**src/rtl/imem_arb_pkg.sv**
```systemverilog
// -----------------------------------------------------------------------------
// imem_arb_pkg
// Shared types and constants for the instruction-memory port arbiter.
//   arb_state_e : ARB (round-robin) / LOCKED (loader owns the port)
//   requester_e : identifies which requester last owned the SRAM port
// -----------------------------------------------------------------------------
package imem_arb_pkg;

    typedef enum logic {
        ARB    = 1'b0,
        LOCKED = 1'b1
    } arb_state_e;

    typedef enum logic {
        REQ_FETCH = 1'b0,
        REQ_LDR   = 1'b1
    } requester_e;

    // Default bound on consecutive locked loader grants before fetch gets a slot.
    localparam int DEFAULT_MAX_HOLD = 8;

    // Hold counter width; covers the full 1..255 range of MAX_HOLD.
    localparam int HOLD_W = 8;

endpackage

```
**src/rtl/imem_port_arbiter.sv**
```systemverilog
// -----------------------------------------------------------------------------
// imem_port_arbiter
// Shares the single instruction SRAM port between the fetch stage and the
// program loader / debug port. Round-robin arbitration, plus a loader lock for
// image-download bursts that is bounded so fetch still gets a slot every
// MAX_HOLD loader grants. Read data returns one cycle after the grant and is
// tagged back to the requester that owned the access.
//
// Ports
//   clk, rst_n                 clock, synchronous active-low reset
//   fetch_req/addr             fetch read request
//   fetch_gnt                  fetch owns the port this cycle (combinational)
//   fetch_rvalid/rdata         fetch read return
//   ldr_req/we/addr/wdata/lock loader request, write, data, burst lock
//   ldr_gnt                    loader owns the port this cycle (combinational)
//   ldr_rvalid/rdata           loader read return (never for writes)
//   mem_*                      SRAM port
//   fetch_stall_count          saturating count of cycles fetch was refused
// -----------------------------------------------------------------------------
module imem_port_arbiter
    import imem_arb_pkg::*;
#(
    parameter int WIDTH     = 32,
    parameter int MAX_HOLD  = DEFAULT_MAX_HOLD,
    parameter int CNT_WIDTH = 32
) (
    input  logic                 clk,
    input  logic                 rst_n,
    input  logic                 fetch_req,
    input  logic [WIDTH-1:0]     fetch_addr,
    output logic                 fetch_gnt,
    output logic                 fetch_rvalid,
    output logic [WIDTH-1:0]     fetch_rdata,
    input  logic                 ldr_req,
    input  logic                 ldr_we,
    input  logic [WIDTH-1:0]     ldr_addr,
    input  logic [WIDTH-1:0]     ldr_wdata,
    input  logic                 ldr_lock,
    output logic                 ldr_gnt,
    output logic                 ldr_rvalid,
    output logic [WIDTH-1:0]     ldr_rdata,
    output logic                 mem_enable,
    output logic                 mem_we,
    output logic [WIDTH-1:0]     mem_address,
    output logic [WIDTH-1:0]     mem_wdata,
    input  logic [WIDTH-1:0]     mem_rdata,
    output logic [CNT_WIDTH-1:0] fetch_stall_count
);

    localparam logic [HOLD_W-1:0] HOLD_MAX = HOLD_W'(MAX_HOLD);

    arb_state_e           state_q, state_d;
    requester_e           last_grant_q, last_grant_d;
    logic [HOLD_W-1:0]    hold_cnt_q, hold_cnt_d;
    logic                 fetch_rvalid_q, ldr_rvalid_q;
    logic [CNT_WIDTH-1:0] stall_cnt_q, stall_cnt_d;

    // Grant decode. Both grants are held low while reset is asserted.
    always_comb begin
        fetch_gnt = 1'b0;
        ldr_gnt   = 1'b0;
        if (rst_n) begin
            case (state_q)
                ARB: begin
                    if (fetch_req && ldr_req) begin
                        // Tie: the requester that did not win last time goes.
                        if (last_grant_q == REQ_LDR) fetch_gnt = 1'b1;
                        else                         ldr_gnt   = 1'b1;
                    end else begin
                        fetch_gnt = fetch_req;
                        ldr_gnt   = ldr_req;
                    end
                end
                LOCKED: begin
                    // Starvation guard: a full hold window hands one slot to fetch.
                    if (hold_cnt_q == HOLD_MAX && fetch_req) fetch_gnt = 1'b1;
                    else                                     ldr_gnt   = ldr_req;
                end
                default: ;
            endcase
        end
    end

    // SRAM port mux.
    assign mem_enable  = fetch_gnt | ldr_gnt;
    assign mem_we      = ldr_gnt & ldr_we;
    assign mem_address = ldr_gnt ? ldr_addr : (fetch_gnt ? fetch_addr : '0);
    assign mem_wdata   = ldr_gnt ? ldr_wdata : '0;

    // Next-state: round-robin pointer, lock state and hold counter.
    always_comb begin
        state_d      = state_q;
        last_grant_d = last_grant_q;
        hold_cnt_d   = hold_cnt_q;
        if (fetch_gnt) last_grant_d = REQ_FETCH;
        if (ldr_gnt)   last_grant_d = REQ_LDR;
        case (state_q)
            ARB: begin
                // Lock only takes effect if the loader actually won this cycle.
                if (ldr_gnt && ldr_lock) begin
                    state_d    = LOCKED;
                    hold_cnt_d = HOLD_W'(1);
                end
            end
            LOCKED: begin
                if (ldr_gnt && hold_cnt_q != HOLD_MAX) hold_cnt_d = hold_cnt_q + HOLD_W'(1);
                if (fetch_gnt)                         hold_cnt_d = '0;
                if (!ldr_lock || !ldr_req) begin
                    state_d      = ARB;
                    hold_cnt_d   = '0;
                    last_grant_d = REQ_LDR;
                end
            end
            default: ;
        endcase
    end

    always_comb begin
        stall_cnt_d = stall_cnt_q;
        if (fetch_req && !fetch_gnt && stall_cnt_q != '1)
            stall_cnt_d = stall_cnt_q + CNT_WIDTH'(1);
    end

    always_ff @(posedge clk) begin
        if (!rst_n) begin
            state_q        <= ARB;
            last_grant_q   <= REQ_LDR;
            hold_cnt_q     <= '0;
            fetch_rvalid_q <= 1'b0;
            ldr_rvalid_q   <= 1'b0;
            stall_cnt_q    <= '0;
        end else begin
            state_q        <= state_d;
            last_grant_q   <= last_grant_d;
            hold_cnt_q     <= hold_cnt_d;
            fetch_rvalid_q <= fetch_gnt;
            ldr_rvalid_q   <= ldr_gnt & ~ldr_we;
            stall_cnt_q    <= stall_cnt_d;
        end
    end

    // Read data is shared and unmasked; the rvalid tags say who owns it.
    assign fetch_rvalid      = fetch_rvalid_q;
    assign ldr_rvalid        = ldr_rvalid_q;
    assign fetch_rdata       = mem_rdata;
    assign ldr_rdata         = mem_rdata;
    assign fetch_stall_count = stall_cnt_q;

endmodule

```
**config.mk**
```make
export PLATFORM = sky130hd
export DESIGN_NAME = imem_port_arbiter
export DESIGN_NICKNAME = d
export VERILOG_FILES = /design/src/rtl/imem_arb_pkg.sv /design/src/rtl/imem_port_arbiter.sv
export SDC_FILE = /design/constraint.sdc
export NUM_CORES = 1
export LEC_CHECK = 0
export ABC_AREA = 0
export BUFFER_PORTS_ARGS = -buffer_cell sky130_fd_sc_hd__buf_4
export CAP_MARGIN = 10
export CORE_AREA = 2 2 117 119
export DETAILED_ROUTE_END_ITERATION = 6
export DIE_AREA = 0 0 119 121
export GPL_TIMING_DRIVEN = 1
export PLACE_DENSITY = 0.66
export REMOVE_ABC_BUFFERS = 1
export SYNTH_ARGS = -nofsm -noshare
export SYNTH_HDL_FRONTEND = slang
export SYNTH_SLANG_ARGS = --single-unit
```
**constraint.sdc**
```tcl
create_clock -name clk -period 2.44 [get_ports clk]
set_clock_uncertainty 0.15 [all_clocks]
set_input_delay 0.122 -clock clk [delete_from_list [all_inputs] [get_ports clk]]
set_output_delay 0.122 -clock clk [all_outputs]
set_load 0.01 [all_outputs]
```
==> metrics, run 1 <==
status finished clean; Area Overhead vs Synth 46.6%; Synth area leaders dfxtp_1 26%, buf_4 14%, a22o_1 8.1%; GR peak layer met2; Initial DRC Count 307; worst hold path class input pin to flip-flop; GR Util met2 38.1%; final core occ 38.7%; GPL Wtd Cong 0.974; Routed Antenna Nets 0; I/O pin total 300; root buffer cell clkbuf_16; async set-reset flop share out of synthesis 0%; setup_tns 0 ns; Clock Power Share 36.9%; CP Launch Type flip-flop; Synth area leader dfxtp_1; Post-synth top flop dfxtp_1; Post-synth EDFFs 0; Pwr Total 1.89 mW; slowest stage delay, CP 0.34 ns; FMAX 0.429 GHz; first-pass GRT wire length 26100 um; Worst slew margin 56.2%; met3 global-route usage 13.8%; CP top delay family simple AND/OR/NAND/NOR gates; Port Buffers 203; Overflow after GRT 0; vias 4023; Crit path top cell by count buf_4; Crit Path Max Fanout 13; DP Cell Count 750; syn avg cell area 7.89 um2; Die W 119 um; vias in the first global route 3858; Hold Crit Depth 3; PnR worst setup slack 0.107 ns; Cell Chain, Critical Path inv_2, ha_2, nor4b_4, nand3_2, o21ai_4, a21oi_4, buf_4, or2_2, buf_4; Sw Share 25.4%; slew of the pin with the lowest slew margin 0.649 ns; # setup viols final 0; Yosys reg bits 44; Worst-path clk slew 0.06 ns; Syn Inst Count 437; Die Y 121 um; DP Worst Slack 0.151 ns; core area 13100 um2; initial antenna violation count 5; Critical Path RT 2.17 ns; share of cells above drive strength 1 46.1%; worst skew pair latency 0.28 ns; post-synth top area share 25.5%; final hold slack 0.0266 ns; RSZ-0062 raised after global routing yes; synth warn 0; Crit path depth 9; Die Area 14400 um2; Comb power frac 24.4%; Synth Cell Area 3450 um2; Final Hold Viols 0; grt met1 use 30.6%; P_sw 0.480 mW; max cap viols 0; CP bufs+invs 3; Register-to-Register Path Depth 6; row count 42; CTS Buf Count 5; commonest non-fill, non-tap cells in the layout 222 x buf_4, 42 x dfxtp_1, 33 x and2_1; Unique masters post-synth 52; Seq pwr share 38.7%; sequential area share after synthesis 25.5%; Final Cycle Share 95.6%; Layout Cells excl Fill 765; DRC viols 0; HPWL Detailed 15400 um; TritonCTS clock tree yes; largest net degree at the start of global routing 36; Power Density 374 nW/um2; post-layout min period 2.33 ns; Cell Int Power 1.41 mW; crit path kind flip-flop to output pin; WL final 18200 um; DR WL/cell 23.8 um; Cell Area, Placed 4790 um2; Static Leakage 2.18 nW; drt first pass iters 5; H-tree Lvls 2; Clock Sinks 44; max-slew violations 0; commonest non-fill, non-tap cell in the layout buf_4; Worst VDD drop 0.258 mV; Crit-path slowest cell dfxtp_2; Crit. End Element output pin; NumNets Final 723; CTS Buffer Depth 2; via/cell ratio 5.26; Fillers 1342; GR Util All Layers 24.6%; Initial Util 26.4%; CP Data Arrival Time 2.06 ns; post-route cell area 5060 um2
==> state kept, by name (all words and copies together), names as in the netlist <==
name	cells
fetch_stall_count	32
hold_cnt_q	8
fetch_rvalid	1
last_grant_q	1
ldr_rvalid	1
state_q	1
==> worst paths after layout <==
check	slack [ns]	from	end
hold reg to reg	0.35	fetch_stall_count[26]$_SDFFE_PN0P_	fetch_stall_count[26]$_SDFFE_PN0P_
setup reg to reg	0.13	fetch_stall_count[16]$_SDFFE_PN0P_	fetch_stall_count[10]$_SDFFE_PN0P_
setup / recovery	0.11	hold_cnt_q[0]$_SDFFE_PN0P_	mem_enable
hold / removal	0.03	ldr_lock	state_q$_SDFF_PN0_
==> power groups by stage <==
stage	Clock, mW	Combinational, mW	Sequential, mW
finish	0.697	0.462	0.733
global route	0.740	0.490	0.733
CTS	0.708	0.470	0.732
detailed placement	0	0.451	0.748
global placement	0	0.446	0.747
floorplan	0	0.148	0.748
==> timing repair <==
action / CTS / global route
cloned: 1 / 0
endpoints found under the setup margin: 66 / 84
buffers inserted: 2 / 2
hold endpoints to repair: 1 / 0
gates resized for setup: 4 / 12
pin swaps: 1 / 6
hold buffers: 1 / 0
==> routing by layer <==
layer / wire length (um) / vias up / share of wire, %
li1: - / 1849 / -
met2: 7950 / 281 / 44
met3: 2620 / 10 / 14
met1: 7520 / 1877 / 41
met5: 80 / - / 0.44
met4: 30 / 6 / 0.16
==> tightest hold or removal path, stage by stage <==
cell     delay [ns]
buf_4          0.13
nand2_1        0.11
nor3_1         0.05
==> layout make-up <==
cell class | count | area [um2] | share of cell area, %
clock buffer | 7 | 153 | 3.02
antenna | 3 | 7.51 | 0.148
tap | 176 | 220 | 4.35
inverter | 11 | 41.3 | 0.816
sequential | 44 | 883 | 17.5
multi-input combinational | 294 | 1960 | 38.8
timing repair buffer | 230 | 1790 | 35.4
==> cell usage after synthesis, types with 2 or more instances <==
cell,count
or3_2,7
a41o_1,2
clkbuf_1,10
a311oi_1,2
buf_6,5
a22o_1,32
nand4_1,12
or4_2,4
nor4_1,4
nand2_1,31
and3_1,5
or2_2,2
or2b_2,2
o21ai_0,21
a31oi_1,2
nand2b_1,4
dfxtp_1,44
a41oi_1,2
o31a_1,2
nor3_1,6
and2_1,33
or4_1,11
nor2_1,13
nor2b_1,2
nand3_1,20
or3_1,6
o31ai_1,11
mux2i_1,6
buf_2,9
buf_4,64
inv_1,10
ha_1,3
a21oi_1,31
==> kinds of logic (layout without fill, tap and decap cells) <==
family / after synthesis / in the layout / share of synthesized area [%]
muxes: 6 / 6 / 1.74
buffers and inverters: 99 / 248 / 19.2
AOI/OAI and AO/OA: 115 / 115 / 23.3
adders and majority gates: 3 / 3 / 1.09
and+or+nand+nor: 170 / 170 / 29.2
other: 0 / 3 / 0
DFF: 44 / 44 / 25.5
Note: power is estimated with default switching activity, not from simulation.
==> inputs of run 2 (changes only) <==
--- a/config.mk
+++ b/config.mk
@@ -8,11 +8,13 @@
 export ABC_AREA = 0
 export BUFFER_PORTS_ARGS = -buffer_cell sky130_fd_sc_hd__buf_4
 export CAP_MARGIN = 10
-export CORE_AREA = 2 2 117 119
+export CELL_PAD_IN_SITES_DETAIL_PLACEMENT = 1
+export CELL_PAD_IN_SITES_GLOBAL_PLACEMENT = 1
+export CORE_MARGIN = 2
+export CORE_UTILIZATION = 25
 export DETAILED_ROUTE_END_ITERATION = 6
-export DIE_AREA = 0 0 119 121
 export GPL_TIMING_DRIVEN = 1
-export PLACE_DENSITY = 0.66
+export PLACE_DENSITY = 0.88
 export REMOVE_ABC_BUFFERS = 1
 export SYNTH_ARGS = -nofsm -noshare
 export SYNTH_HDL_FRONTEND = slang
==> run 2 against run 1 <==
The run now ends with negative setup slack left. First-iteration DRC count shrank 5.9%. Worst hold slack lost 0.0089 ns. Clock power is 2% higher. Non-clock buffer count grew 11. Final cell count up 1.2%. Via count rose by 5.1%.
==> metrics, run 2 (synthesized netlist as in run 1, its figures left out) <==
GPL Wtd Cong 0.927 (-4.9%); NumNets Final 734 (+1.5%); vias 4230 (+5.1%); Crit path depth 9 (unchanged); Critical Path RT 2.17 ns (about the same); Die W 121 um (+2.1%); setup_tns -0.0464 ns (-0.0464 ns); reg-to-reg endpoint fetch_stall_count[12]$_SDFFE_PN0P_; DRC viols 0 (unchanged); worst hold path class input pin to flip-flop; Final Cycle Share 101% (+5.3 points); Static Leakage 2.25 nW (+3.3%); violated checks negative setup slack; slowest stage delay, CP 0.33 ns (about the same); RSZ-0062 raised after global routing yes; Area Overhead vs Synth 50.1%; Power Density 373 nW/um2 (-0.40%); Worst R2R Setup Slack 0.03 ns (-0.10 ns); commonest non-fill, non-tap cell in the layout buf_4; vias in the first global route 4131 (+7.1%); RR Startpoint fetch_stall_count[1]$_SDFFE_PN0P_; # setup viols final 4 (+4); Layout Cells excl Fill 774 (+1.2%); Routed Antenna Nets 0 (unchanged); Worst-path clk slew 0.07 ns (about the same); via/cell ratio 5.47 (+3.9%); Cell Area, Placed 4830 um2 (+0.89%); Port Buffers 203 (unchanged); CP Launch Type flip-flop; Crit Path Max Fanout 23 (+10); TritonCTS clock tree yes; crit path kind flip-flop to output pin; DP Cell Count 754 (+0.53%); GR Util All Layers 26.1% (+1.5 points); max cap viols 0 (unchanged); Overflow after GRT 0 (unchanged); Worst slew margin 47.9% (-8.3 points); Setup crit end mem_address[20]; H-tree Lvls 2 (unchanged); post-layout min period 2.46 ns (+0.130 ns); row count 42 (unchanged); DP Worst Slack 0.0804 ns (-0.0705 ns); max reg flops 32 (unchanged); CP bufs+invs 3 (unchanged); Crit-path slowest cell dfxtp_2; Cell Chain, Critical Path inv_2, ha_2, nor4b_4, nand3_2, o21ai_2, a21oi_4, bufbuf_16, a22o_4, buf_4; HPWL Detailed 16600 um (+7.7%); Die Area 14800 um2 (+2.5%); I/O pin total 300 (unchanged); Final Hold Viols 0 (unchanged); CTS Buffer Depth 2 (unchanged); Register-to-Register Path Depth 8 (+2); CP top delay family buffers and inverters; post-route cell area 5180 um2 (+2.3%); CTS Buf Count 5 (unchanged); Crit. End Element output pin; max-slew violations 0 (unchanged); Clock Sinks 44 (unchanged); Worst Setup SP hold_cnt_q[0]$_SDFFE_PN0P_; FMAX 0.406 GHz (-5.3%); Initial Util 25.8% (-0.52 points); slew of the pin with the lowest slew margin 0.772 ns (+0.123 ns); drt first pass iters 5 (unchanged); WL final 20200 um (+11%); status finished, violations left; initial antenna violation count 0 (-5); DR WL/cell 26.1 um (+9.6%); first-pass GRT wire length 27800 um (+6.7%); share of cells above drive strength 1 48.8% (+2.8 points); CP Data Arrival Time 2.19 ns (+0.13 ns); worst skew pair latency 0.29 ns (about the same); core area 13300 um2 (+2.0%); commonest non-fill, non-tap cells in the layout 234 x buf_4, 42 x dfxtp_1, 32 x and2_1; largest net degree at the start of global routing 36 (unchanged); root buffer cell clkbuf_16; Fillers 1612 (+20%); Die Y 121 um (+0.38%); diode count 0 (-3); Worst VDD drop 0.214 mV (-17%); PnR worst setup slack -0.0231 ns (-0.130 ns); Initial DRC Count 289 (-5.9%)
==> run 2: metal layers <==
metal	GRT usage (%)	share of wire [%]	up-vias
met5	2.94	0.27	-
met4	4.02	1.4	2
met3	12.2	14	21
met2	41.6	45	299
met1	32.5	39	2052
li1	-	-	1856
==> run 2: what timing repair did <==
action	in CTS	in global routing
endpoints found under the setup margin	66	89
pin swaps	3	4
hold buffers	1	0
resized for setup	11	15
setup buffers	5	6
endpoints found under the hold margin	1	0
gates cloned	1	1
==> run 2: tightest hold or removal path, cell delays in order <==
cell and delay, ns:
buf_4 0.12, nand2_1 0.10, nor3_1 0.06
==> run 2: power by group <==
| group | internal [mW] | switching, mW | total (mW) |
|---|---|---|---|
| Clock | 0.410 | 0.298 | 0.708 |
| Combinational | 0.261 | 0.227 | 0.488 |
| Sequential | 0.725 | 0.00719 | 0.732 |
| Total | 1.40 | 0.533 | 1.93 |
==> run 2: through the flow <==
| stage | hold WS [ns] | util, % | total power [mW] |
|---|---|---|---|
| 2_1_floorplan | 0.0436 | - | 0.896 |
| 3_3_place_gp | 0.0941 | 36.2 | 1.20 |
| 3_5_place_dp | 0.0941 | 36.2 | 1.21 |
| 4_1_cts | 0.0180 | 38.3 | 1.94 |
| 5_1_grt | 0.0305 | 38.8 | 1.99 |
| 6_report | 0.0178 | 38.8 | 1.93 |
==> run 2: layout make-up <==
| class | count | area, um2 | area share (%) |
|---|---|---|---|
| multi-input cells | 294 | 2010 | 38.9 |
| repair buffers | 241 | 1870 | 36.1 |
| flip-flops and latches | 44 | 883 | 17.1 |
| well taps | 176 | 220 | 4.25 |
| clock buffers | 6 | 139 | 2.68 |
| inverters | 11 | 41.3 | 0.798 |
| clock inverters | 2 | 13.8 | 0.266 |
==> run 2: how the worst min path moves through the flow <==
| stage | from | end | slack, ns | cells after the start |
|---|---|---|---|---|
| 2_1_floorplan | ldr_we | ldr_rvalid$_SDFF_PN0_ | 0.04 | 1 |
| 3_3_place_gp | mem_rdata[17] | ldr_rdata[17] | 0.09 | 0 |
| 3_5_place_dp | mem_rdata[17] | ldr_rdata[17] | 0.09 | 0 |
| 4_1_cts | ldr_lock | state_q$_SDFF_PN0_ | 0.02 | 3 |
| 5_1_grt | ldr_lock | state_q$_SDFF_PN0_ | 0.03 | 3 |
| 6_report | ldr_lock | state_q$_SDFF_PN0_ | 0.02 | 3 |
